File: src/rtl/mult_dispatch_pkg.sv
// Shared types and defaults for the multiplier job dispatcher.
// The state encoding, default geometry and the pointer-width helper live here.
package mult_dispatch_pkg;

    typedef enum logic [1:0] {
        IDLE  = 2'd0,
        ISSUE = 2'd1,
        WAIT  = 2'd2,
        HOLD  = 2'd3
    } state_t;

    localparam int DEF_WIDTH      = 8;
    localparam int DEF_FIFO_DEPTH = 4;
    localparam int DEF_TIMEOUT    = 64;

    // Bits needed to index 'depth' entries (ceil(log2(depth)), minimum 1).
    function automatic int log2_depth(input int depth);
        int r;
        r = 1;
        for (int i = 1; i < 31; i++) begin
            if ((1 << i) < depth) begin
                r = i + 1;
            end
        end
        return r;
    endfunction

endpackage

File: src/rtl/mult_job_fifo.sv
// Small synchronous job FIFO holding packed operand pairs.
// A push is refused while full even if a pop happens in the same cycle.
module mult_job_fifo
    import mult_dispatch_pkg::*;
#(
    parameter int DW    = 16,
    parameter int DEPTH = 4
) (
    input  logic                       clk,
    input  logic                       reset,
    input  logic                       push,
    input  logic [DW-1:0]              wdata,
    input  logic                       pop,
    output logic [DW-1:0]              rdata,
    output logic                       full,
    output logic                       empty,
    output logic [log2_depth(DEPTH):0] count
);

    localparam int AW = log2_depth(DEPTH);

    logic [DW-1:0] mem [DEPTH];
    logic [AW-1:0] wr_ptr;
    logic [AW-1:0] rd_ptr;
    logic          do_push;
    logic          do_pop;

    assign full    = (count == (AW+1)'(DEPTH));
    assign empty   = (count == '0);
    assign do_push = push && !full;
    assign do_pop  = pop && !empty;
    assign rdata   = mem[rd_ptr];

    always_ff @(posedge clk) begin
        if (do_push) begin
            mem[wr_ptr] <= wdata;
        end
    end

    // Power-of-two depth lets the pointers wrap naturally; count separates full from empty.
    always_ff @(posedge clk) begin
        if (!reset) begin
            wr_ptr <= '0;
            rd_ptr <= '0;
            count  <= '0;
        end else begin
            if (do_push) begin
                wr_ptr <= wr_ptr + 1'b1;
            end
            if (do_pop) begin
                rd_ptr <= rd_ptr + 1'b1;
            end
            case ({do_push, do_pop})
                2'b10:   count <= count + 1'b1;
                2'b01:   count <= count - 1'b1;
                default: count <= count;
            endcase
        end
    end

endmodule

File: src/rtl/mult_job_dispatcher.sv
// Job front-end for sequential_multiplier: queues operand pairs, issues them one at a time,
// returns products in order. Define MULT_DISPATCH_TIMEOUT_EN to bound the WAIT state.
//
// state | meaning
// IDLE  | nothing in flight; load and pop the FIFO head when one is queued
// ISSUE | mul_start high for this single cycle, wait counter cleared
// WAIT  | multiplier busy; done ignored on the first cycle to mask a stale level
// HOLD  | result presented on out_valid until out_ready
module mult_job_dispatcher
    import mult_dispatch_pkg::*;
#(
    parameter int WIDTH      = DEF_WIDTH,
    parameter int FIFO_DEPTH = DEF_FIFO_DEPTH,
    parameter int TIMEOUT    = DEF_TIMEOUT
) (
    input  logic               clk,
    input  logic               reset,
    input  logic               in_valid,
    output logic               in_ready,
    input  logic [WIDTH-1:0]   in_a,
    input  logic [WIDTH-1:0]   in_b,
    output logic               mul_start,
    output logic [WIDTH-1:0]   mul_a,
    output logic [WIDTH-1:0]   mul_b,
    input  logic [2*WIDTH-1:0] mul_product,
    input  logic               mul_done,
    output logic               out_valid,
    input  logic               out_ready,
    output logic [2*WIDTH-1:0] out_product,
    output logic               out_error,
    output logic               busy
);

    localparam int CW = log2_depth(FIFO_DEPTH) + 1;

    state_t             state;
    logic               fifo_full;
    logic               fifo_empty;
    logic [CW-1:0]      fifo_count;
    logic [2*WIDTH-1:0] fifo_head;
    logic               load_next;
    logic               wait_first;

    assign in_ready  = !fifo_full;
    assign busy      = (state != IDLE) || (fifo_count != '0);
    assign load_next = !fifo_empty && ((state == IDLE) || ((state == HOLD) && out_ready));

    mult_job_fifo #(
        .DW    (2*WIDTH),
        .DEPTH (FIFO_DEPTH)
    ) u_fifo (
        .clk   (clk),
        .reset (reset),
        .push  (in_valid && in_ready),
        .wdata ({in_a, in_b}),
        .pop   (load_next),
        .rdata (fifo_head),
        .full  (fifo_full),
        .empty (fifo_empty),
        .count (fifo_count)
    );

`ifdef MULT_DISPATCH_TIMEOUT_EN
    localparam int TW = log2_depth(TIMEOUT + 1);

    logic [TW-1:0] wait_cnt;
    logic          err_q;
    logic          timed_out;

    // True on the WAIT cycle in which the counter reaches TIMEOUT.
    assign timed_out = (wait_cnt == TW'(TIMEOUT - 1));
    assign out_error = err_q;
`else
    assign out_error = 1'b0;
`endif

    always_ff @(posedge clk) begin
        if (!reset) begin
            state       <= IDLE;
            mul_start   <= 1'b0;
            mul_a       <= '0;
            mul_b       <= '0;
            out_valid   <= 1'b0;
            out_product <= '0;
            wait_first  <= 1'b0;
`ifdef MULT_DISPATCH_TIMEOUT_EN
            wait_cnt    <= '0;
            err_q       <= 1'b0;
`endif
        end else begin
            mul_start <= 1'b0;
            case (state)
                IDLE: begin
                    if (load_next) begin
                        {mul_a, mul_b} <= fifo_head;
                        mul_start      <= 1'b1;
                        state          <= ISSUE;
                    end
                end
                ISSUE: begin
                    wait_first <= 1'b1;
`ifdef MULT_DISPATCH_TIMEOUT_EN
                    wait_cnt   <= '0;
`endif
                    state      <= WAIT;
                end
                WAIT: begin
                    wait_first <= 1'b0;
`ifdef MULT_DISPATCH_TIMEOUT_EN
                    if (wait_cnt != TW'(TIMEOUT)) begin
                        wait_cnt <= wait_cnt + 1'b1;
                    end
`endif
                    // A done seen on the timeout cycle still wins.
                    if (!wait_first && mul_done) begin
                        out_product <= mul_product;
                        out_valid   <= 1'b1;
                        state       <= HOLD;
`ifdef MULT_DISPATCH_TIMEOUT_EN
                        err_q       <= 1'b0;
                    end else if (timed_out) begin
                        out_product <= '0;
                        err_q       <= 1'b1;
                        out_valid   <= 1'b1;
                        state       <= HOLD;
`endif
                    end
                end
                HOLD: begin
                    if (out_ready) begin
                        out_valid <= 1'b0;
                        if (load_next) begin
                            {mul_a, mul_b} <= fifo_head;
                            mul_start      <= 1'b1;
                            state          <= ISSUE;
                        end else begin
                            state <= IDLE;
                        end
                    end
                end
                default: state <= IDLE;
            endcase
        end
    end

endmodule

File: config.mk
export PLATFORM = sky130hd
export DESIGN_NAME = mult_job_dispatcher
export DESIGN_NICKNAME = d
export VERILOG_FILES = /design/src/rtl/mult_dispatch_pkg.sv /design/src/rtl/mult_job_fifo.sv /design/src/rtl/mult_job_dispatcher.sv
export SDC_FILE = /design/constraint.sdc
export NUM_CORES = 1
export LEC_CHECK = 0
export ABC_AREA = 1
export CORE_MARGIN = 3
export CORE_UTILIZATION = 56
export CTS_CLUSTER_DIAMETER = 120
export DETAILED_ROUTE_END_ITERATION = 6
export HOLD_SLACK_MARGIN = 0.1
export PLACE_DENSITY_LB_ADDON = 0.25
export SETUP_SLACK_MARGIN = 0.2
export SLEW_MARGIN = 20
export SYNTH_ARGS = -nofsm -noshare
export SYNTH_HDL_FRONTEND = slang
export SYNTH_SLANG_ARGS = --single-unit
export TNS_END_PERCENT = 20
File: constraint.sdc
create_clock -name clk -period 3.2 [get_ports clk]
set_clock_uncertainty 0.2 [all_clocks]
set_input_delay 0.64 -clock clk [delete_from_list [all_inputs] [get_ports clk]]
set_output_delay 0.64 -clock clk [all_outputs]
set_load 0.005 [all_outputs]
* Word level (Yosys, flattened, before mapping) *
Memories as Yosys holds them, arrays and structs flattened. A register that Yosys moved wholly into a read port is not among the register bits.
Index checks and enable logic that the tools add are counted.
W data, S select, Z words.

storage, ports and cells
  flip-flop bits (word level) = 44
  RAM bits = 64
  output and inout port bits = 37
  memories kept = 1
  logic and storage cells = 70
  input bits = 37

cells by class
  muxes and demuxes = 23
  $add $sub $neg = 4
  reductions and logical operators = 23
  eq/ne operators = 9

memories
  memory      words  bits a word  rd ports  clocked after Yosys merged registers in  write ports  line                 RTL
  u_fifo.mem  4      16           1         1                                        1            mult_job_fifo.sv:22  logic [DW-1:0] mem [DEPTH];

operator list
  kind                   count
  $mux W8                4
  $pmux W8 S2            2
  $mux W2                5
  $reduce_bool A2 Y1     5
  $pmux W2 S4            1
  $mux W1                7
  $eq A2 B2 Y1 const B   3
  $logic_and A1 B1 Y1    6
  $pmux W1 S2            3
  $pmux W3 S2            1
  $reduce_and A3 Y1      2
  $add A2 B1 Y2 const B  2
  $eq A2 B1 Y1 const B   2
  $ne A2 B2 Y1 const B   2
  $reduce_and A2 Y1      2
  $add A3 B1 Y3 const B  1
  $eq A3 B3 Y1 const B   1
  $logic_not A1 Y1       3
  $logic_not A3 Y1       1
  $reduce_bool A3 Y1     1
  $sub A3 B1 Y3 const B  1
  $logic_not A2 Y1       1
  $logic_or A1 B1 Y1     2
  $ne A2 B1 Y1 const B   1

* Longest topological paths before layout *
Gate-level depths: netlist of the first run.

  depth in word-level cells = 7
  mapped depth = 13
  mapped depth without buffers = 13

* Modules after synthesis *
Synthesis of the first run repeated with hierarchy kept, for this count alone.

unflattened totals
  cell total of the unflattened synthesis = 410
  area, all modules = 4362.9 um^2

modules (own cells, without submodules)
  module               area each (um^2)  sequential area each (um^2)  times used  cells each
  mult_job_fifo        2847.7            2102.0                       1           223
  mult_job_dispatcher  1515.2            740.7                        1           187

* Worst setup path after synthesis of the first run *
No wires, ideal clock.

  kind = input port to flip-flop
  start point = input port out_ready
  end point = register u_fifo.count[2]
  path buffers = 0
  cell stages on the path = 11
  setup time = 122 ps
  path slack = 1029 ps
  required time = 2878 ps
  data arrival time = 1849 ps
  cells stage by stage = nand2_1 -> nand2_2 -> nand2_4 -> inv_1 -> ha_1 -> inv_1 -> fa_1 -> a21oi_1 -> o21ai_0 -> o21ai_0 -> a21oi_1

on the way
  longest elaborated chain between the ends = 6
  elaborated cells between the ends (all ways) = 8
  classes of those cells = 2 x eq/ne; 1 x mux; 5 x reduce/logical

RTL lines
  what                                                      line                       RTL
  start, declared                                           mult_job_dispatcher.sv:28  input logic out_ready,
  $logic_and A1 B1 Y1 *                                     mult_job_dispatcher.sv:46  assign load_next = !fifo_empty && ((state == IDLE) || ((state == HOLD) && out_ready));
  $logic_or A1 B1 Y1 *                                      mult_job_dispatcher.sv:46
  $logic_and A1 B1 Y1 *                                     mult_job_dispatcher.sv:46
  $logic_and A1 B1 Y1 *                                     mult_job_fifo.sv:31        assign do_pop = pop && !empty;
  $eq A2 B1 Y1 / $eq A2 B2 Y1 (equally long branches)       mult_job_fifo.sv:53        case ({do_push, do_pop})
  $pmux W3 S2 / $reduce_bool A2 Y1 (equally long branches)  --
  end signal, assigned                                      mult_job_fifo.sv:54        2'b10: count <= count + 1'b1;
  end signal, assigned                                      mult_job_fifo.sv:55        2'b01: count <= count - 1'b1;
  end signal, assigned                                      mult_job_fifo.sv:56        default: count <= count;
  end, declared                                             mult_job_fifo.sv:17        output logic [log2_depth(DEPTH):0] count

Mark *: on every way between the ends. The rest lies on a longest branch, timed or not.
A chain may end at the register's enable or synchronous reset.

* Final worst setup path of the first run *
  start point = register state[0]
  end point = output port busy

on the way
  longest elaborated chain between the ends = 2

RTL lines
  what                    line                        RTL
  start, declared         mult_job_dispatcher.sv:36   state_t state;
  start signal, assigned  mult_job_dispatcher.sv:79   state <= IDLE;
  start signal, assigned  mult_job_dispatcher.sv:97   state <= ISSUE;
  start signal, assigned  mult_job_dispatcher.sv:105  state <= WAIT;
  $reduce_bool A2 Y1      mult_job_dispatcher.sv:45   assign busy = (state != IDLE) || (fifo_count != '0);
  $logic_or A1 B1 Y1      mult_job_dispatcher.sv:45
  end, declared           mult_job_dispatcher.sv:31   output logic busy

No other way between the ends.

==> impl_results.md, run 1 <==
- # hold bufs at CTS: 0
- Vias in the first global route: 2846
- Clk slew on worst S/H paths: 0.10 ns
- Global-route wire length before repair: 13600 microns
- Yosys reg bits: 110
- Worst slew pin tran: 0.890 ns
- Initial antenna violation count: 0
- RSZ-0062 raised after global routing: no
- Final setup fails: 0
- Antenna cells: 0
- Core footprint: 7410 sq um
- Status: finished clean
- Yosys cell types: 28
- CTS tree: built
- Critical path class: register to primary output
- DP Cell Count: 574
- Worst setup EP type: primary output
- CTS Sinks: 110
- Storage element area: 2840 sq um
- Top Family by Delay on Critical Path: buffers and inverters
- GR Util All Layers: 20.0%
- TritonCTS Buffers: 9
- DRC: 0
- Area growth syn-to-layout: 24.1%
- Most frequent cells in the layout: 72 x clkdlybuf4s50_1, 64 x edfxtp_1, 60 x nor2_1
- GP Congestion: 0.782
- Fmax: 381 MHz
- Net count, final: 533
- Yosys warns: 0
- Pwr/cell area: 780 nW/um^2
- Setup TNS: 0 ns
- Die Wd: 94.1 microns
- Fill count: 521
- Vias: 3006
- Area leader, netlist: edfxtp_1
- Multi-input logic area: 1250 sq um
- Hold Vio Cnt, Final: 0
- Post-route ant nets: 0
- TritonRoute pass-1 iters: 4
- Starting density of the core: 58.7%
- Max-cap viol count: 0
- Longest Clk Path Bufs: 2
- CP required: 2.36 ns
- Sequential-to-total area share from yosys stat: 65.4%
- Worst path buffer plus inverter count: 2
- GR Overflow Total: 0
- Die span in y: 94.1 microns
- First DRT Iteration DRCs: 247
- Slew Viols, Final: 0
- Hold Path Class: register to register
- Final cell count without fillers: 590
- Dpl cell area: 5160 sq um
- Via/cell ratio: 5.09
- Crit path DAT: 1.78 ns
- PortBufs: 72
- Root buffer cell: clkbuf_8
- # IOs: 74
- Synth top area share: 44.2%
- Wire length per cell: 14.2 microns
- Full die area: 8850 sq um
- Final instance area: 5390 sq um
- Post-CTS Setup Bufs: 0
- Largest net degree at the start of global routing: 33
- H-tree levels: 3
- Syn_nets: 459
- Period utilization: 82.0%
- Mapped Area: 4350 sq um
- P_leak: 1.98 nW
- Startpoint types: register
- Reg2reg start: state[1]
- Post_cts resized: 0
- CP startpoint: state[0]
- # rows: 31
- Hold wc startpoint: u_fifo.rd_ptr[1]
- Post-synthesis instance total: 412
- CP max-delay cell: clkdlybuf4s50_1
- Largest stage delay, worst path: 0.53 ns
- Rel. slew slack: 40.6%
- Crit-path cells: inv_1 > ha_1 > nand4_1 > clkdlybuf4s50_1
- Fin crit period: 2.62 ns
- Avg Synthesized Cell Area: 10.6 sq um
- HPWL Detailed: 5490 microns
- Final Util: 72.8%
- Clock Latency Late Sink: 0.36 ns
- Most common cell after layout, fill and taps aside: clkdlybuf4s50_1
- Crit-path max FO: 4
- Peak supply drop: 0.000449 V
- Largest cells by area after synthesis: edfxtp_1 44%, dfxtp_1 21%, o21ai_0 6.4%, nor2_1 5.2%, nand2_1 3.7%
- Routed WL: 8370 microns
- Share of post-route cells with drive strength above 1: 9.37%
==> kinds of logic (layout without fill, tap and decap cells) <==
kind of cell | count (synthesis) | after routing | synth area share, %
compound gates | 119 | 119 | 15.0
fa+ha+maj | 10 | 10 | 3.05
buf+inv | 59 | 138 | 5.87
flops | 110 | 110 | 65.4
other cells | 1 | 1 | 0.0863
simple gates | 113 | 113 | 10.6
==> flip-flops by register name, indices dropped and copies added (netlist names), named ones only <==
| signal | cells |
|---|---|
| mul_a | 8 |
| wait_first | 1 |
| out_product | 16 |
| out_valid | 1 |
| mul_start | 1 |
| state | 2 |
| u_fifo.wr_ptr | 2 |
| u_fifo.mem | 64 |
| u_fifo.count | 3 |
| mul_b | 8 |
| u_fifo.rd_ptr | 2 |
==> metrics by stage <==
step | power (W) | hold WS [ns] | worst slack (ns)
floorplan | 0.00284 | 0.233 | 1.03
global placement | 0.00328 | 0.246 | 0.441
detailed placement | 0.00334 | 0.251 | 0.321
CTS | 0.00424 | 0.266 | 0.547
global route | 0.00453 | 0.285 | 0.461
finish | 0.00421 | 0.263 | 0.576
==> worst min-delay path, delay by kind of cell, from the launching register on <==
kind                   cells  cell delay, ns
DFF                        1            0.32
buffers and inverters      1            0.05
AOI/OAI and AO/OA          1            0.06
==> layer usage <==
layer  share of wire (%)  track usage [%]
met2                  50             33.4
met5                   0                0
met4                 1.3             5.66
met1                  44             25.7
met3                 5.1             5.29
==> report_power, final <==
part | internal [W] | switching (W) | total [W]
registers | 0.00174 | 0.000122 | 0.00186
clock network | 0.000438 | 0.000460 | 0.000898
logic | 0.000591 | 0.000854 | 0.00144
==> worst paths after layout <==
kind         slack, ns  cells after the start         endpoint
min reg2reg       0.26                      2         register
max reg2reg       0.76                     12  u_fifo.count[2]
max               0.58                      4             busy
min               0.26                      2         register
==> synth_stat cells, drive strengths merged <==
master and count:
o211ai 1, nand4 1, a21oi 43, nor3 1, nand2 45, dfxtp 46
buf 12, o21ai 75, inv 39, nand3 5, fa 1, nor2 61
edfxtp 64, conb 1, ha 9, clkbuf 6, clkinv 2
==> cell type report <==
| class | instances | share of cell area (%) |
|---|---|---|
| sequential | 110 | 52.7 |
| timing repair buffer | 81 | 14.6 |
| inverter | 41 | 2.85 |
| multi-input combinational | 243 | 23.2 |
| tap | 99 | 2.30 |
| clock inverter | 4 | 0.696 |
| clock buffer | 12 | 3.69 |
No activity file was read; power rests on OpenSTA's default activity.
==> run 2: changes to the inputs <==
--- a/config.mk
+++ b/config.mk
@@ -7,7 +7,7 @@
 export LEC_CHECK = 0
 export ABC_AREA = 1
 export CORE_MARGIN = 3
-export CORE_UTILIZATION = 56
+export CORE_UTILIZATION = 52
 export CTS_CLUSTER_DIAMETER = 120
 export DETAILED_ROUTE_END_ITERATION = 6
 export HOLD_SLACK_MARGIN = 0.1
==> constraint.sdc (replaced) <==
create_clock -name clk -period 2.6 [get_ports clk]
set_clock_uncertainty 0.2 [all_clocks]
set_input_delay 0.52 -clock clk [delete_from_list [all_inputs] [get_ports clk]]
set_output_delay 0.52 -clock clk [all_outputs]
set_load 0.005 [all_outputs]
==> run 2 against run 1 <==
Against the previous run: global-route usage down 1.9 points; clock-buffer cell count down 2; setup slack worse by 0.14 ns; non-clock buffer count is 6 higher; sequential power rose by 22%; hold slack improved by 0.0081 ns; core utilization shrank 4.3 points; largest power group unchanged; highest routed layer unchanged.
==> impl_results.md, run 2 (synthesis gave the netlist of run 1 again) <==
- Final hold slack: 0.271 ns
- Fmax: 462 MHz
- Critical path class: register to register
- DP Cell Count: 581
- GP Congestion: 0.811
- # IOs: 74
- H-tree levels: 3
- Core footprint: 7930 sq um
- Pwr/cell area: 959 nW/um^2
- Die span in y: 97.4 microns
- Initial antenna violation count: 0
- Global-route wire length before repair: 13700 microns
- RSZ-0062 raised after global routing: yes
- Share of post-route cells with drive strength above 1: 11.5%
- Wire length per cell: 14.1 microns
- Hold Path Class: register to register
- Worst setup EP type: register
- Die Wd: 97.4 microns
- CTS Sinks: 110
- Starting density of the core: 54.8%
- PortBufs: 72
- Crit path DAT: 2.23 ns
- Crit-path cells: inv_1 > ha_2 > inv_1 > nand2_2 > nand2_4 > inv_1 > ha_1 > inv_1 > fa_2 > a21oi_2 > o21ai_1 > o21ai_1 > a21oi_1
- Max reg flops: 64
- Clock Latency Late Sink: 0.37 ns
- TritonCTS Buffers: 9
- # rows: 32
- CTS tree: built
- First DRT Iteration DRCs: 178
- Crit-path max FO: 4
- Period utilization: 83.2%
- Most frequent cells in the layout: 71 x clkdlybuf4s50_1, 64 x edfxtp_1, 60 x nor2_1
- Fin crit period: 2.16 ns
- Most common cell after layout, fill and taps aside: clkdlybuf4s50_1
- Full die area: 9490 sq um
- Biggest regs: u_fifo.mem x64, out_product x16
- CP max-delay cell: dfxtp_2
- Clk slew on worst S/H paths: 0.10 ns
- DRC: 0
- Final cell count without fillers: 599
- Slew Viols, Final: 0
- Rel. slew slack: 50.6%
- Net count, final: 539
- Antenna cells: 0
- CP required: 2.66 ns
- Vias: 3080
- Status: finished clean
- Post-route ant nets: 0
- Max-cap viol count: 0
- Hold Vio Cnt, Final: 0
- Crit path top cell by count: inv_1
- Area growth syn-to-layout: 24.9%
- GR Overflow Total: 0
- HPWL Detailed: 5640 microns
- TritonRoute pass-1 iters: 5
- Worst setup margin: 0.436 ns
- Root buffer cell: clkbuf_8
- Longest Clk Path Bufs: 2
- Largest net degree at the start of global routing: 33
- P_leak: 1.99 nW
- Final setup fails: 0
- Largest Register: u_fifo.mem
- Via/cell ratio: 5.14
- Vias in the first global route: 2854
- Largest stage delay, worst path: 0.35 ns
- Routed WL: 8450 microns
- Pre-CTS setup slack: -0.0323 ns
- Peak supply drop: 0.000558 V
- Startpoint types: register
- Worst slew pin tran: 0.741 ns
- GR Util All Layers: 18.1%
run 2: cell count changes in the layout (fill, tap and decap cells not counted), sizes merged:
| cell | previous run | this run |
|---|---|---|
| dlymetal6s2s | 0 | 1 |
| clkbuf | 12 | 10 |
| buf | 9 | 15 |
| clkinv | 3 | 4 |
| bufinv | 0 | 1 |
| clkdlybuf4s50 | 72 | 71 |
run 2: area by class of cell:
type | count | area, sq um
clock buffers | 10 | 128
clock inverters | 6 | 67.6
fillers | 585 | 2500
inverters | 41 | 154
multi-input cells | 243 | 1260
flip-flops and latches | 110 | 2850
well taps | 102 | 128
repair buffers | 87 | 848
run 2: final timing paths:
kind | cells past startpoint | slack, ns | start | to
setup / recovery | 13 | 0.44 | state[1] | u_fifo.count[2]
hold / removal | 2 | 0.27 | out_product[6] | out_product[6]
setup reg to reg | 13 | 0.44 | state[1] | u_fifo.count[2]
hold reg to reg | 2 | 0.27 | out_product[6] | out_product[6]
run 2: critical path, delay by kind of cell (launching register included):
| kind | cells | cell delay, ns |
|---|---|---|
| buffers and inverters | 4 | 0.29 |
| flip-flops | 1 | 0.35 |
| AO/OA/AOI/OAI | 4 | 0.40 |
| AND/OR/NAND/NOR | 2 | 0.14 |
| adder cells (fa/ha/maj) | 3 | 0.68 |
run 2: power by group:
part	internal (W)	total (W)	switching, W
registers	0.00215	0.00227	0.000128
logic	0.000811	0.00191	0.00110
clock network	0.000454	0.00102	0.000565
run 2: routing by layer:
| metal | global-route usage, % | share of wire (%) |
|---|---|---|
| met1 | 24.3 | 44 |
| met2 | 29.7 | 49 |
| met3 | 3.73 | 6.0 |
| met4 | 5.75 | 1.3 |
| met5 | 0 | 0 |
run 2: metrics by stage:
stage	area, sq um	total power (W)	TNS, ns	util, %
floorplan	4350	0.00349	0	-
global placement	5200	0.00412	0	65.6
detailed placement	5200	0.00419	-0.0323	65.6
CTS	5410	0.00522	0	68.2
global route	5430	0.00560	0	68.5
finish	5430	0.00521	0	68.5
run 2: repair_timing:
action                                  4_1_cts  5_1_grt
buffers inserted                              1        1
hold buffers                                  0        0
pin swaps                                     1        0
endpoints found under the setup margin        1        2
resized for setup                             2        7
==> variant 1, RTL diff (settings of run 2) <==
Encoding of `state_t`: now one-hot (4 bits for 4 states).
--- a/src/rtl/mult_dispatch_pkg.sv
+++ b/src/rtl/mult_dispatch_pkg.sv
@@ -3,9 +3,9 @@
 package mult_dispatch_pkg;
 
-    typedef enum logic [1:0] {
-        IDLE  = 2'd0,
-        ISSUE = 2'd1,
-        WAIT  = 2'd2,
-        HOLD  = 2'd3
+    typedef enum logic [3:0] {
+        IDLE  = 4'b0001,
+        ISSUE = 4'b0010,
+        WAIT  = 4'b0100,
+        HOLD  = 4'b1000
     } state_t;
 
Behaviour: no difference found for any inputs over 10 cycles, from zero or initial values and one cycle with reset low; not proved beyond that.
==> variant 1 against run 2 <==
  * Power down 3.2%
  * Hold slack got worse by 0.022 ns
  * Setup slack got worse by 0.18 ns
  * First-iteration DRC count increased by 28%
  * Combinational power is 7% lower
  * Sequential cell count increased by 2
  * Synthesized area grew 1.1%
  * Maximum frequency shrank 7.6%
  * Global-route usage hardly changed
  * Synthesized cell count increased by 7.8%
  * Final area increased by 1.5%
  * Wire length rose by 3.0%
  * Core utilization up 0.68 points
  * Highest routed layer unchanged
==> variant 1: results (changes against run 2) <==
\begin{tabular}{lr}
\hline
Metric & Value \\
\hline
\multicolumn{2}{l}{\textbf{CTS}} \\
Worst-skew pair later-pin latency & 0.36 ns \\
CTS root buf & clkbuf\_8 \\
Post-CTS clock slew at the launch and capture registers of the worst setup and hold paths & 0.11 ns \\
Clock H-tree levels & 3 (unchanged) \\
Number of buffers created by CTS & 9 (unchanged) \\
Buffers from clock root to sink, at most & 2 (unchanged) \\
\multicolumn{2}{l}{\textbf{Yosys}} \\
Post-synthesis sequential area ratio & 65.6\% (+0.18 points) \\
Distinct cells, synth & 25 (-11\%) \\
EDFF count, synth & 64 (unchanged) \\
Synthesized netlist cell count & 444 (+7.8\%) \\
Count of yosys warnings during synthesis & 0 (unchanged) \\
Ranking of synthesized cells by area & edfxtp\_1, dfxtp\_1, nor2\_1 \\
Commonest cells in the netlist & nor2\_1, edfxtp\_1, o21ai\_0 \\
Post-Syn Nets & 487 (+6.1\%) \\
Share of flip-flops with an asynchronous set or reset after synthesis & 0\% (unchanged) \\
\multicolumn{2}{l}{\textbf{GRT}} \\
Global-route wire length before repair & 14.2 mm (+3.6\%) \\
Global Route Usage Sum & 18.2\% (+0.048 points) \\
Antenna violations before repair & 0 (unchanged) \\
Vias in the first global route & 3108 (+8.9\%) \\
Pin count of the biggest net entering global routing & 37 (+12\%) \\
\multicolumn{2}{l}{\textbf{Finish}} \\
Final net count & 570 (+5.8\%) \\
Share of layout cells above drive strength 1 & 8.27\% (-3.2 points) \\
Diodes inserted & 0 (unchanged) \\
Biggest regs & u\_fifo.mem x64, out\_product x16 \\
\multicolumn{2}{l}{\textbf{Pwr}} \\
Standby leakage power & 2.10 nW (+5.1\%) \\
Worst voltage drop across the vdd grid & 0.445 mV (-20\%) \\
Internal Dissipation & 0.00326 W (-4.6\%) \\
\multicolumn{2}{l}{\textbf{Drt}} \\
DR iter-0 viols & 228 (+28\%) \\
Wirelength per Cell & 13.7 um (-2.7\%) \\
Total routed wirelength & 8.71 mm (+3.0\%) \\
Number of search-and-repair iterations in the first detailed-routing pass & 4 (-1) \\
Via count normalized by instance count & 4.97 (-3.4\%) \\
\multicolumn{2}{l}{\textbf{Placed design}} \\
Last weighted congestion value of the routability-driven placer & 0.765 (-5.6\%) \\
Count of buffers from port buffering & 72 (unchanged) \\
Worst slack at placement & -0.0361 ns (-0.00379 ns) \\
Post-detail-place hpwl & 5.92 mm (+4.9\%) \\
Placed cell count & 615 (+5.9\%) \\
\multicolumn{2}{l}{\textbf{Critical path}} \\
Source of the worst register-to-register timing path & u\_fifo.count[1] \\
Peak fanout along the critical path & 3 (-1) \\
Crit path launch & state[3] \\
\multicolumn{2}{l}{\textbf{Outcome}} \\
Run status & finished clean \\
\multicolumn{2}{l}{\textbf{STA}} \\
Transition time of the tightest slew-check pin & 0.813 ns (+0.0722 ns) \\
\multicolumn{2}{l}{\textbf{Min path}} \\
Worst hold path startpoint & out\_product[8] \\
Hold WC Path Type & register to register \\
\hline
\end{tabular}
==> variant 1: cell count changes after synthesis, moves of 4 or more <==
cell	run 2	this run
a21oi_2	14	0
clkbuf_1	5	9
ha_1	9	5
inv_1	37	49
nand3_1	3	9
nor2_1	60	97
o21ai_0	56	64
o21ai_1	19	5
==> variant 1: metrics by stage <==
stage               hold slack (ns)  total power [W]  setup TNS (ns)  cell area, sq um
floorplan                     0.239          0.00346               0              4400
global placement              0.231          0.00397               0              5280
detailed placement            0.237          0.00405         -0.0361              5280
CTS                           0.251          0.00506               0              5490
global route                  0.264          0.00540               0              5510
finish                        0.249          0.00504               0              5510
==> variant 1: final cells by class <==
type | count | area (sq um)
Tap cell | 102 | 128
Sequential cell | 112 | 2880
Clock buffer | 10 | 128
Inverter | 50 | 188
Timing Repair Buffer | 92 | 883
Multi-Input combinational cell | 262 | 1240
Clock inverter | 6 | 65.1
Fill cell | 592 | 2460
==> variant 1: final timing paths <==
kind | to | slack (ns) | cells after the start
min reg2reg | out_product[8] | 0.25 | 2
max | busy | 0.26 | 5
max reg2reg | u_fifo.count[2] | 0.45 | 10
min | out_product[8] | 0.25 | 2
==> variant 1: worst max-delay path: stages (launching register included) <==
cell	delay, ns
dfxtp_2	0.35
nor2_2	0.15
nand3_2	0.14
nor2_4	0.15
inv_1	0.04
clkdlybuf4s50_1	0.43
==> variant 1: kinds of logic (layout without fill, tap and decap cells) <==
group	count (synthesis)	in the layout	share of synthesized area (%)
compound gates	96	96	10.9
flops	112	112	65.6
other cells	1	1	0.0853
buf+inv	70	158	6.75
fa+ha+maj	6	6	1.88
simple gates	157	157	14.4
xor+xnor	2	2	0.399
==> variant 1: routing by layer <==
layer | vias to the layer above | wire [um] | global-route usage [%]
met5 | - | 0 | 0
met3 | 6 | 444 | 2.71
li1 | 1615 | - | -
met4 | 0 | 72 | 6.60
met1 | 1452 | 3710 | 23.0
met2 | 77 | 4480 | 31.6
==> variant 1: repair_timing <==
| action | 4_1_cts | 5_1_grt |
|---|---|---|
| resized for setup | 4 | 3 |
| buffers inserted | 1 | 2 |
| pin swaps | 1 | 2 |
| endpoints found under the hold margin | 0 | 0 |
| hold buffers | 0 | 0 |
| setup endpoints to repair | 1 | 2 |
==> variant 1: power groups by stage <==
stage	logic, W	registers [W]	clock network [W]
2_1_floorplan	0.00116	0.00229	0
3_3_place_gp	0.00166	0.00231	0
3_5_place_dp	0.00172	0.00232	0
4_1_cts	0.00177	0.00229	0.00100
5_1_grt	0.00202	0.00232	0.00107
6_report	0.00178	0.00228	0.000982
==> variant 2, RTL diff (config.mk and constraints of run 2) <==
Without the edit above. Set the package constant `DEF_WIDTH` to 7 (it was 8).
--- a/src/rtl/mult_dispatch_pkg.sv
+++ b/src/rtl/mult_dispatch_pkg.sv
@@ -10,5 +10,5 @@
     } state_t;
 
-    localparam int DEF_WIDTH      = 8;
+    localparam int DEF_WIDTH      = 7;
     localparam int DEF_FIFO_DEPTH = 4;
     localparam int DEF_TIMEOUT    = 64;
Ports: changed (6 resized); port bits go from 74 to 66. The function was not compared with the original's and may differ.
==> variant 2 against run 2 <==
  * Setup slack worse by 0.13 ns
  * Power is 8.8% lower
  * Sequential power is 8.8% lower
  * First-iteration DRC count is 6.2% lower
  * Synthesized area is 11% lower
  * Sequential cell count is 12 lower
  * Final area is 10% lower
  * Count of clock-buffer cells in the layout stayed put
  * Wire length is 11% lower
  * Largest power group unchanged
==> variant 2: results (changes against run 2) <==
\begin{tabular}{lr}
\hline
Metric & Value \\
\hline
\multicolumn{2}{l}{\textbf{Outcome}} \\
Run status & finished clean \\
\multicolumn{2}{l}{\textbf{Pwr}} \\
Pwr Total & 0.00475 W (-8.8\%) \\
Standby leakage power & 1.81 nW (-9.0\%) \\
Sequential group power & 0.00207 W (-8.8\%) \\
Clk pwr & 0.00105 W \\
Worst voltage drop across the vdd grid & 0.373 mV (-33\%) \\
Switching Share & 33.0\% (-1.5 points) \\
\multicolumn{2}{l}{\textbf{Drt}} \\
DR iter-0 viols & 167 (-6.2\%) \\
Number of vias in the routed layout & 2695 (-13\%) \\
Wirelength per Cell & 13.8 um (-2.0\%) \\
Number of search-and-repair iterations in the first detailed-routing pass & 4 (-1) \\
Total routed wirelength & 7.54 mm (-11\%) \\
\multicolumn{2}{l}{\textbf{Critical path}} \\
Crit path launch & state[0] \\
Reg2reg setup slack & 0.30 ns (-0.13 ns) \\
Max incr delay on CP & 0.39 ns (+0.04 ns) \\
Slowest stage cell on the critical path & fa\_1 \\
Arrival time of data at the critical path endpoint & 2.34 ns (+0.11 ns) \\
Peak fanout along the critical path & 4 (unchanged) \\
\multicolumn{2}{l}{\textbf{Yosys}} \\
Post-Syn Nets & 414 (-9.8\%) \\
EDFF count, synth & 56 (-13\%) \\
Ranking of synthesized cells by area & edfxtp\_1, dfxtp\_1, o21ai\_0 \\
Adder-cell area share of the yosys netlist & 3.43\% (+0.38 points) \\
Parity-gate share of the synthesized area counting xor and xnor cells & 0\% (unchanged) \\
Commonest cells in the netlist & edfxtp\_1, nor2\_1, o21ai\_0 \\
Post-synthesis sequential area ratio & 65.2\% (-0.22 points) \\
Post-synthesis compound-gate area fraction & 14.6\% (-0.35 points) \\
Share of flip-flops with an asynchronous set or reset after synthesis & 0\% (unchanged) \\
Synthesized netlist cell count & 371 (-10\%) \\
\multicolumn{2}{l}{\textbf{Placed design}} \\
Count of buffers from port buffering & 64 (-11\%) \\
Last weighted congestion value of the routability-driven placer & 0.834 (+2.8\%) \\
Placed cell count & 528 (-9.1\%) \\
Post-detail-place hpwl & 5.07 mm (-10\%) \\
\multicolumn{2}{l}{\textbf{Finish}} \\
Biggest regs & u\_fifo.mem x56, out\_product x14 \\
Final net count & 487 (-9.6\%) \\
Diodes inserted & 0 (unchanged) \\
Share of layout cells above drive strength 1 & 9.58\% (-1.9 points) \\
\multicolumn{2}{l}{\textbf{CTS}} \\
Number of buffers created by CTS & 9 (unchanged) \\
Post-CTS clock slew at the launch and capture registers of the worst setup and hold paths & 0.08 ns (-0.02 ns) \\
CTS root buf & clkbuf\_8 \\
\multicolumn{2}{l}{\textbf{GRT}} \\
Pin count of the biggest net entering global routing & 29 (-12\%) \\
Global Route Usage Sum & 18.6\% (+0.51 points) \\
Vias in the first global route & 2519 (-12\%) \\
Global-route wire length before repair & 12.3 mm (-10\%) \\
\multicolumn{2}{l}{\textbf{STA}} \\
Worst relative slew slack & 62.7\% (+12 points) \\
\hline
\end{tabular}
==> variant 2: area by class of cell <==
cell class / instances / area (sq um)
clock buffers: 10 / 128
clock inverters: 6 / 88.8
fillers: 538 / 2140
inverters: 38 / 145
multi-input cells: 219 / 1110
flip-flops and latches: 98 / 2520
well taps: 96 / 120
repair buffers: 78 / 761
==> variant 2: per-layer routing <==
metal  track usage [%]  vias to the layer above  routed length, um
met5                 0                        -                  0
met4              8.79                        0                143
met3              3.04                       11                265
met2              29.2                       49               3580
met1              25.4                     1244               3550
li1                  -                     1391                  -
==> variant 2: how the worst min path moves through the flow <==
stage / depth (start not counted) / end / slack, ns / startpoint
floorplan: 2 / register / 0.23 / u_fifo.rd_ptr[1]
global placement: 2 / u_fifo.rd_ptr[1] / 0.24 / u_fifo.rd_ptr[1]
detailed placement: 2 / out_product[1] / 0.25 / out_product[1]
CTS: 2 / out_product[1] / 0.27 / out_product[1]
global route: 2 / out_valid / 0.29 / out_valid
finish: 2 / register / 0.27 / u_fifo.rd_ptr[1]
==> variant 2: metrics by stage <==
step | area [sq um] | setup slack [ns] | hold WS, ns
6_report | 4880 | 0.303 | 0.267
5_1_grt | 4880 | 0.175 | 0.292
4_1_cts | 4870 | 0.218 | 0.270
3_5_place_dp | 4650 | -0.0657 | 0.255
3_3_place_gp | 4650 | 0.00970 | 0.244
2_1_floorplan | 3870 | 0.458 | 0.233
==> variant 2: what timing repair did <==
item | 4_1_cts | 5_1_grt
resized for setup | 2 | 4
hold endpoints to repair | 0 | 0
endpoints found under the setup margin | 1 | 2
buffers inserted | 1 | 0
pin swaps | 1 | 0
